===== config.mk =====
export PLATFORM = sky130hd
export DESIGN_NAME = adc_sample_averager
export DESIGN_NICKNAME = d
export VERILOG_FILES = /design/src/rtl/adc_sample_averager.sv
export SDC_FILE = /design/constraint.sdc
export NUM_CORES = 1
export LEC_CHECK = 0
export ABC_AREA = 0
export CORE_MARGIN = 2
export CORE_UTILIZATION = 45
export DETAILED_ROUTE_END_ITERATION = 7
export GPL_TIMING_DRIVEN = 0
export PLACE_DENSITY_LB_ADDON = 0.25
export SKIP_CTS_REPAIR_TIMING = 1
export SYNTH_ARGS = -nofsm -noshare
export SYNTH_HDL_FRONTEND = slang
export SYNTH_SLANG_ARGS = --single-unit

===== constraint.sdc =====
create_clock -name sys_clk -period 4.1 [get_ports sys_clk]
set_input_delay 1.23 -clock sys_clk [delete_from_list [all_inputs] [get_ports sys_clk]]
set_output_delay 1.23 -clock sys_clk [all_outputs]
set_load 0.01 [all_outputs]

===== src/rtl/adc_sample_averager.sv =====
// Block averager behind the ADC serial interface: sums 2^LOG2_N samples, emits the mean on valid/ready.
// Optional build macro ADC_AVG_ROUND_EN selects round-half-up instead of truncation.

// state  | meaning
// S_IDLE | disabled; accumulator, counter and overrun cleared
// S_ACC  | accumulating sample events into the current block
// S_EMIT | block complete; offer the mean to the output slot
module adc_sample_averager #(
  parameter int LOG2_N = 4
) (
  input  logic       sys_clk,
  input  logic       rst_n,
  input  logic       en,
  input  logic [7:0] DATA_IN,
  input  logic       RX_DONE,
  output logic [7:0] AVG_OUT,
  output logic       AVG_VALID,
  input  logic       AVG_READY,
  output logic       OVERRUN,
  output logic [7:0] BLK_CNT
);

  localparam int N  = 1 << LOG2_N;
  localparam int CW = (LOG2_N == 0) ? 1 : LOG2_N;
  localparam int AW = 8 + LOG2_N;
  localparam logic [CW-1:0] CNT_LAST = CW'(N - 1);

  localparam logic [1:0] S_IDLE = 2'd0;
  localparam logic [1:0] S_ACC  = 2'd1;
  localparam logic [1:0] S_EMIT = 2'd2;

  logic [1:0]    state;
  logic          rx_q;
  logic [AW-1:0] acc;
  logic [CW-1:0] cnt;
  logic [7:0]    result;
  logic          sample_ev;
  logic          slot_free;

  // A held-high RX_DONE yields a single event.
  assign sample_ev = RX_DONE & ~rx_q & en;
  assign slot_free = ~AVG_VALID | AVG_READY;

`ifdef ADC_AVG_ROUND_EN
  localparam logic [AW:0] RND = (AW+1)'((2 ** LOG2_N) / 2);
  logic [AW:0] acc_rnd;
  assign acc_rnd = {1'b0, acc} + RND;
  assign result  = 8'(acc_rnd >> LOG2_N);
`else
  assign result = 8'(acc >> LOG2_N);
`endif

  always_ff @(posedge sys_clk or negedge rst_n) begin
    if (!rst_n) begin
      state     <= S_IDLE;
      rx_q      <= 1'b0;
      acc       <= '0;
      cnt       <= '0;
      AVG_OUT   <= 8'd0;
      AVG_VALID <= 1'b0;
      OVERRUN   <= 1'b0;
      BLK_CNT   <= 8'd0;
    end else begin
      rx_q <= RX_DONE;
      // Consumption may be overridden below by a reload in S_EMIT.
      if (AVG_VALID && AVG_READY) AVG_VALID <= 1'b0;

      if (!en) begin
        state   <= S_IDLE;
        acc     <= '0;
        cnt     <= '0;
        OVERRUN <= 1'b0;
      end else begin
        case (state)
          S_IDLE: state <= S_ACC;
          S_ACC: begin
            if (sample_ev) begin
              acc <= acc + AW'(DATA_IN);
              if (cnt == CNT_LAST) begin
                cnt   <= '0;
                state <= S_EMIT;
              end else begin
                cnt <= cnt + CW'(1);
              end
            end
          end
          S_EMIT: begin
            if (slot_free) begin
              AVG_OUT   <= result;
              AVG_VALID <= 1'b1;
              BLK_CNT   <= BLK_CNT + 8'd1;
            end else begin
              OVERRUN <= 1'b1;
            end
            state <= S_ACC;
            if (sample_ev) begin
              acc <= AW'(DATA_IN);
              cnt <= CW'(1);
            end else begin
              acc <= '0;
              cnt <= '0;
            end
          end
          default: state <= S_IDLE;
        endcase
      end
    end
  end

endmodule


======== Yosys cells after proc, flatten, opt, wreduce, memory -nomap -nowiden ========
Cells that the tools add are included.
Widths: inputs -> output; s select.
storage, ports and cells
  register bits after elaboration ......... 37
  bits in latches ......................... 0
  memory bits (writable) .................. 0
  ROM bits ................................ 0
  input bits .............................. 13
  output and inout bits ................... 18
  logic and storage cells ................. 51
  memories ................................ 0
cells by class
  $add $sub $neg .......................... 3
  multipliers ............................. 0
  divide/modulo/power cells ............... 0
  magnitude comparators ................... 0
  equality and inequality tests ........... 8
  shift-type cells ........................ 0
  mux-type cells .......................... 20
  bitwise operators ....................... 5
  reduce and logical (&&, ||, !) cells .... 7
operator list
  cell                 count
  $mux 12              2
  $pmux 12 s2          1
  $add 12x8->12        1
  $mux 4               3
  $add 8x1->8 const B  1
  $mux 1               8
  $mux 8               1
  $pmux 4 s2           1
  $mux 2               3
  $ne 3x3->1 const B   2
  $reduce_and 2->1     3
  $add 4x1->4 const B  1
  $eq 4x4->1 const B   1
  $pmux 2 s2           1
  $ne 3x1->1 const B   1
  $reduce_and 3->1     1
  $and 1x1->1          2
  $eq 2x1->1 const B   1
  $eq 2x2->1 const B   1
  $logic_not 2->1      1
  $ne 2x1->1 const B   1
  $ne 2x2->1 const B   1
  $not 1->1            2
  $reduce_or 2->1      1
  2 further kinds      2

======== Logic depth before layout (Yosys ltp) ========
Gate-level depths: netlist of run 1.
  depth after elaboration ................. 6
  depth in mapped cells ................... 7
  gate-level depth less buffers ........... 7

======== Worst setup path before layout of run 1 ========
No wires, ideal clock.
  kind .................................... input-to-reg
  start point ............................. in DATA_IN[0]
  end point ............................... reg acc[8]
  setup time .............................. 129 ps
  arrival ................................. 2547 ps
  required time ........................... 3971 ps
  slack ................................... 1424 ps
  cell stages on the path ................. 7
  path buffers ............................ 0
  cell sequence ........................... ha_1 fa_1 a211oi_1 o211ai_1 nand3_1 xor2_1 nor2_1
on the way
  cells in the longest elaborated chain, start to end .. 4
ends and longest elaborated chain
  what                  RTL line  source
  from (decl)           14        input logic [7:0] DATA_IN,
  $add 12x8->12         78        acc <= acc + AW'(DATA_IN);
  $mux 12               77        if (sample_ev) begin
  $pmux 12 s2           74        case (state)
  $mux 12               68        if (!en) begin
  to (signal assigned)  78
  to (signal assigned)  97        acc <= AW'(DATA_IN);
  to (decl)             34        logic [AW-1:0] acc;
No other way between the ends. The select of a mux whose other input is x is not followed.
A chain may end at the register's enable or synchronous reset.

======== Final worst setup path of run 1 ========
  start point ............................. in DATA_IN[0]
  end point ............................... reg acc[6]
The elaborated chain is that of the path after synthesis.

==> results.yml, run 1 <==
status:
  outcome: "finished clean"
floorplan:
  die_w_um: 70.6
  dieArea_um2: 4980
  design.portCount: 31
  start_util_pct: 46.1
  core-area_um2: 4320
  die_h_um: 70.6
  num_rows: 24
synthesis:
  synth_area_leaders: "dfrtp_1 46%, ha_1 6.3%, xor2_1 4.4%"
  ys_async_sr_fraction_pct: 100
  ys_seq_elements: 37
  synth_cells: 189
  yosys_warnings: 0
  synth_most_common_cell: "dfrtp_1"
  ys_seq_area_share_pct: 46.5
  synth_edf_count: 0
  synth_fp_nets: 213
  synth_ff_type: "dfrtp_1"
  synthDistinctLibCells: 45
  synth_top_area_share_pct: 46.5
  syn_area_um2: 1990
  synth_top_area_cell: "dfrtp_1"
  synth_common_cells: "37 x dfrtp_1, 19 x nand2_1, 19 x nor2_1"
  avgSynthCellArea_um2: 10.5
run:
  cap_violations: 0
sta:
  period_share_pct: 73.5
  skew_ns: 0.00889
  rsz0062_at_grt: "false"
  finalHoldViolCount: 0
  tightest_slew_ns: 0.802
  max_freq_ghz: 0.332
  slew_headroom_pct: 46.5
  fin_tns_setup_ns: 0
  setup_violations: 0
  post-route-min-period_ns: 3.01
  slew_viol_final: 0
detailed_routing:
  drtIter0Drc: 61
  ant_nets: 0
  drc: 0
  wl_per_cell_um: 15.0
  drtPass1Iterations: 4
  vias: 1529
  via_per_inst: 5.48
  postRouteWirelength_um: 4170
power:
  p_switching_mw: 0.186
  vdd_ir_drop_max_mv: 0.184
  leakagePower_nw: 1.13
  seq_power_share_pct: 47.6
  intPower_mw: 0.605
  total_power_mw: 0.792
  p_sw_share_pct: 23.5
  combinationalPowerShare_pct: 10.7
  p_per_area_nw_per_um2: 320
  clkPwrFrac_pct: 41.7
clocking:
  cts-root-buf: "clkbuf_8"
  clock_latency_ns: 0.29
  htree_levels: 2
  cts_tree: "done"
  clockBufferDepth: 2
  numCtsBuffers: 5
  cts.sinks: 37
  path_clk_slew_ns: 0.07
final_layout:
  syn_to_final_growth_pct: 24.1
  n_fill_cell: 399
  insertedDiodeCount: 0
  drive_gt1_share_pct: 11.0
  nets: 250
grt:
  grt-ovfl-total: 0
  grtUsageTotal_pct: 18.7
  grt_pass1_wl_um: 7400
  grt_max_degree: 38
  antenna_found_initial: 0
  first_global_vias: 1601
critical_path:
  cp-start-kind: "input port"
  crit_required_ns: 4.27
  cp.arrival_ns: 3.18
  worstPathMaxFanout: 3
  worstSetupPathType: "in -> reg"
  end_kind: "flop"
placement:
  dp_hpwl_um: 3070
  io_buffers: 30
  gp_congestion: 0.843
worst_hold_path:
  min_path_type: "reg -> reg"
==> sequential cells by signal, indices dropped and copies added (netlist names) <==
register   count
BLK_CNT        8
state          2
OVERRUN        1
AVG_OUT        8
acc           12
cnt            4
rx_q           1
AVG_VALID      1
==> path summary, 6_finish.rpt <==
kind / start / to / slack, ns / cells after the start
min in group asynchronous: rst_n / BLK_CNT[7] / 1.02 / 1
worst min-delay path: BLK_CNT[7] / BLK_CNT[7] / 0.46 / 1
worst min register to register: BLK_CNT[7] / BLK_CNT[7] / 0.46 / 1
worst max register to register: acc[0] / acc[6] / 2.10 / 7
max in group asynchronous: rst_n / state[0] / 2.56 / 1
worst max-delay path: DATA_IN[0] / acc[6] / 1.09 / 8
==> critical path, cell delays in order <==
cell and delay (ns):
clkdlybuf4s50_1 0.43, ha_1 0.24, fa_1 0.43, a211oi_1 0.33
o21ai_0 0.18, xor2_1 0.17, nor2_1 0.09, o21ai_0 0.09
==> power by group through the flow <==
| stage | clock [mW] | combinational (mW) | sequential [mW] |
|---|---|---|---|
| 2_1_floorplan | 0 | 0.0515 | 0.383 |
| 3_3_place_gp | 0 | 0.0843 | 0.384 |
| 3_5_place_dp | 0 | 0.0845 | 0.384 |
| 4_1_cts | 0.338 | 0.0856 | 0.377 |
| 5_1_grt | 0.352 | 0.0963 | 0.378 |
| 6_report | 0.330 | 0.0848 | 0.377 |
==> logic make-up (layout without fill, tap and decap cells) <==
group           after synthesis  after routing  share of synthesized area, %
fa+ha+maj                    11             11                          7.28
compound gates               38             38                          13.1
flops                        37             37                          46.5
simple gates                 71             71                          19.0
xor+xnor                     16             16                          7.03
buf+inv                       7             45                          2.07
mux                           9              9                          5.08
==> layer usage <==
metal,vias to the layer above,track usage [%],wire (µm)
met2,34,31.8,2000
met3,6,4.27,157
met5,-,0,0
li1,757,-,-
met1,732,24.0,1970
met4,0,5.45,53
==> placed cells by master, fill, tap and decap left out, types with 2 or more instances in the layout <==
cell type         n
and2_1            4
o21ai_0           9
and3_1            3
xnor2_1           6
o21a_1            2
mux2_1            3
a21oi_1           9
nor2_1           19
nand4_1           4
xor2_1           10
inv_1             3
dfrtp_1          37
clkdlybuf4s50_1  29
o31ai_1           2
ha_1             10
nand2_1          19
nor3_1            2
buf_4             2
o211ai_1          3
a32o_1            2
a22oi_1           2
mux2_2            6
nand2b_1          2
clkbuf_8          6
nand3_1           8
==> per-stage QoR <==
stage	std cells	cell area, µm²	utilization, %	hold slack (ns)	setup WS [ns]
floorplan	189	1990	-	0.449	1.42
global placement	271	2360	54.5	0.456	0.820
detailed placement	271	2350	54.4	0.459	0.770
CTS	279	2470	57.2	0.472	1.07
global route	279	2470	57.2	0.483	0.943
finish	279	2470	57.2	0.465	1.09
==> layout make-up <==
class                      count  area [µm²]  share of cell area, %
buffer                         4        30.0                   1.21
tap                           52        65.1                   2.63
inverter                       3        11.3                  0.455
timing repair buffer          30         295                   11.9
clock inverter                 2        37.5                   1.52
clock buffer                   6        82.6                   3.34
sequential                    37         926                   37.4
multi-input combinational    145        1030                   41.5
Power figures use the tool's default switching activity.
==> inputs of run 2 (changes only) <==
==> constraint.sdc (replaced) <==
create_clock -name sys_clk -period 2.68 [get_ports sys_clk]
set_input_delay 0.804 -clock sys_clk [delete_from_list [all_inputs] [get_ports sys_clk]]
set_output_delay 0.804 -clock sys_clk [all_outputs]
set_load 0.01 [all_outputs]
==> run 2 against run 1 <==
Worst hold slack did not move. Sequential cell count did not move. Global-route usage did not move. Final area rose by 0.20%. Clock skew barely moved. Clock power rose by 53%. Sequential share of layout area fell by 0.076 points. Sequential power rose by 53%. Worst setup slack got worse by 0.93 ns. Critical path depth did not move. Critical path type unchanged. Largest cell class unchanged.
==> results.yml, run 2 (synthesized netlist as in run 1, its figures left out) <==
critical_path:
  slowest_delay_ns: 0.44
  crit_path_top_delay_cell: "fa_1"
  path_buf_inv: 1
  cp.arrival_ns: 2.69
  cp-start-kind: "input port"
  worstSetupPathType: "in -> reg"
  r2r_setup_slack_ns: 0.74
  worstPathMaxFanout: 3
  critPathTopFamily: "adder cells"
  crit_required_ns: 2.85
  crit_top_cell: "o21ai_0"
  crit_chain: "clkdlybuf4s50_1, ha_1, fa_1, a211oi_2, o21ai_0, xor2_1, nor2_1, o21ai_0"
  end_kind: "flop"
clocking:
  clockBufferDepth: 2
  cts_tree: "done"
  cts.sinks: 37
  path_clk_slew_ns: 0.07
  numCtsBuffers: 5
  clock_latency_ns: 0.29
  htree_levels: 2
  cts-root-buf: "clkbuf_8"
floorplan:
  design.portCount: 31
  core-area_um2: 4320
  start_util_pct: 46.1
  die_h_um: 70.6
  num_rows: 24
  dieArea_um2: 4980
  die_w_um: 70.6
grt:
  antenna_found_initial: 0
  grtUsageTotal_pct: 18.7
  first_global_vias: 1601
  grt_pass1_wl_um: 7400
  grt-ovfl-total: 0
  grt_max_degree: 38
final_layout:
  layout.cells.non_filler: 279
  syn_to_final_growth_pct: 24.4
  top_regs: "acc x12, AVG_OUT x8, BLK_CNT x8"
  final_cell_area_um2: 2480
  layout_common_cells: "37 x dfrtp_1, 29 x clkdlybuf4s50_1, 19 x nand2_1, 19 x nor2_1"
  n_fill_cell: 399
  insertedDiodeCount: 0
  final_core_util_pct: 57.3
  nets: 250
  largest_reg_flops: 12
  regMostFlops: "acc"
  final_common_cell: "dfrtp_1"
  drive_gt1_share_pct: 11.5
power:
  p_per_area_nw_per_um2: 489
  leakagePower_nw: 1.13
  vdd_ir_drop_max_mv: 0.281
detailed_routing:
  vias: 1537
  drc: 0
  drtPass1Iterations: 4
  via_per_inst: 5.51
  drtIter0Drc: 61
  wl_per_cell_um: 15.0
  postRouteWirelength_um: 4180
  ant_nets: 0
sta:
  slew_headroom_pct: 46.5
  max_freq_ghz: 0.396
  tightest_slew_ns: 0.802
  setup_violations: 0
  finalHoldViolCount: 0
  rsz0062_at_grt: "false"
  skew_ns: 0.00896
  post-route-min-period_ns: 2.53
  period_share_pct: 94.3
  slew_viol_final: 0
placement:
  io_buffers: 30
  dp.cells: 271
  gp_congestion: 0.843
  place_area_um2: 2350
  dp_hpwl_um: 3070
run:
  cap_violations: 0
status:
  outcome: "finished clean"
worst_hold_path:
  min_path_type: "reg -> reg"
==> run 2: cell count changes in the layout (fill, tap and decap cells not counted) <==
cell | previous run | this run
a211oi_1 | 1 | 0
a211oi_2 | 0 | 1
==> run 2: report_power, final <==
part           switching, mW  internal (mW)
logic                 0.0746         0.0568
registers            0.00887          0.568
clock network          0.201          0.302
total                  0.285          0.927
==> run 2: final cells by class <==
type / instances / area, µm² / share of cell area (%)
multi-input cells: 145 / 1030 / 41.6
inverters: 3 / 11.3 / 0.454
clock inverters: 2 / 37.5 / 1.51
repair buffers: 30 / 295 / 11.9
well taps: 52 / 65.1 / 2.62
clock buffers: 6 / 82.6 / 3.33
flip-flops and latches: 37 / 926 / 37.4
plain buffers: 4 / 30.0 / 1.21
==> run 2: routing by layer <==
metal / GRT usage (%) / wire [µm] / share of wire (%)
met1: 24.0 / 1970 / 47
met2: 31.8 / 1990 / 48
met3: 4.27 / 165 / 3.9
met4: 5.45 / 57 / 1.4
met5: 0 / 0 / 0
==> run 2: path summary, 6_finish.rpt <==
path / from / cells past startpoint / to
max in group asynchronous: rst_n / 1 / state[0]
worst min register to register: BLK_CNT[7] / 1 / BLK_CNT[7]
worst max register to register: acc[0] / 7 / acc[6]
worst max-delay path: DATA_IN[0] / 8 / acc[6]
min in group asynchronous: rst_n / 1 / BLK_CNT[7]
worst min-delay path: BLK_CNT[7] / 1 / BLK_CNT[7]
==> run 2: per-stage QoR <==
step,TNS (ns),hold slack (ns),power [mW],setup slack (ns)
global placement,-2.42,0.456,0.716,-0.174
global route,0,0.483,1.27,0.0252
floorplan,0,0.449,0.664,0.430
CTS,0,0.472,1.22,0.0798
detailed placement,-0.643,0.459,0.717,-0.224
finish,0,0.465,1.21,0.152
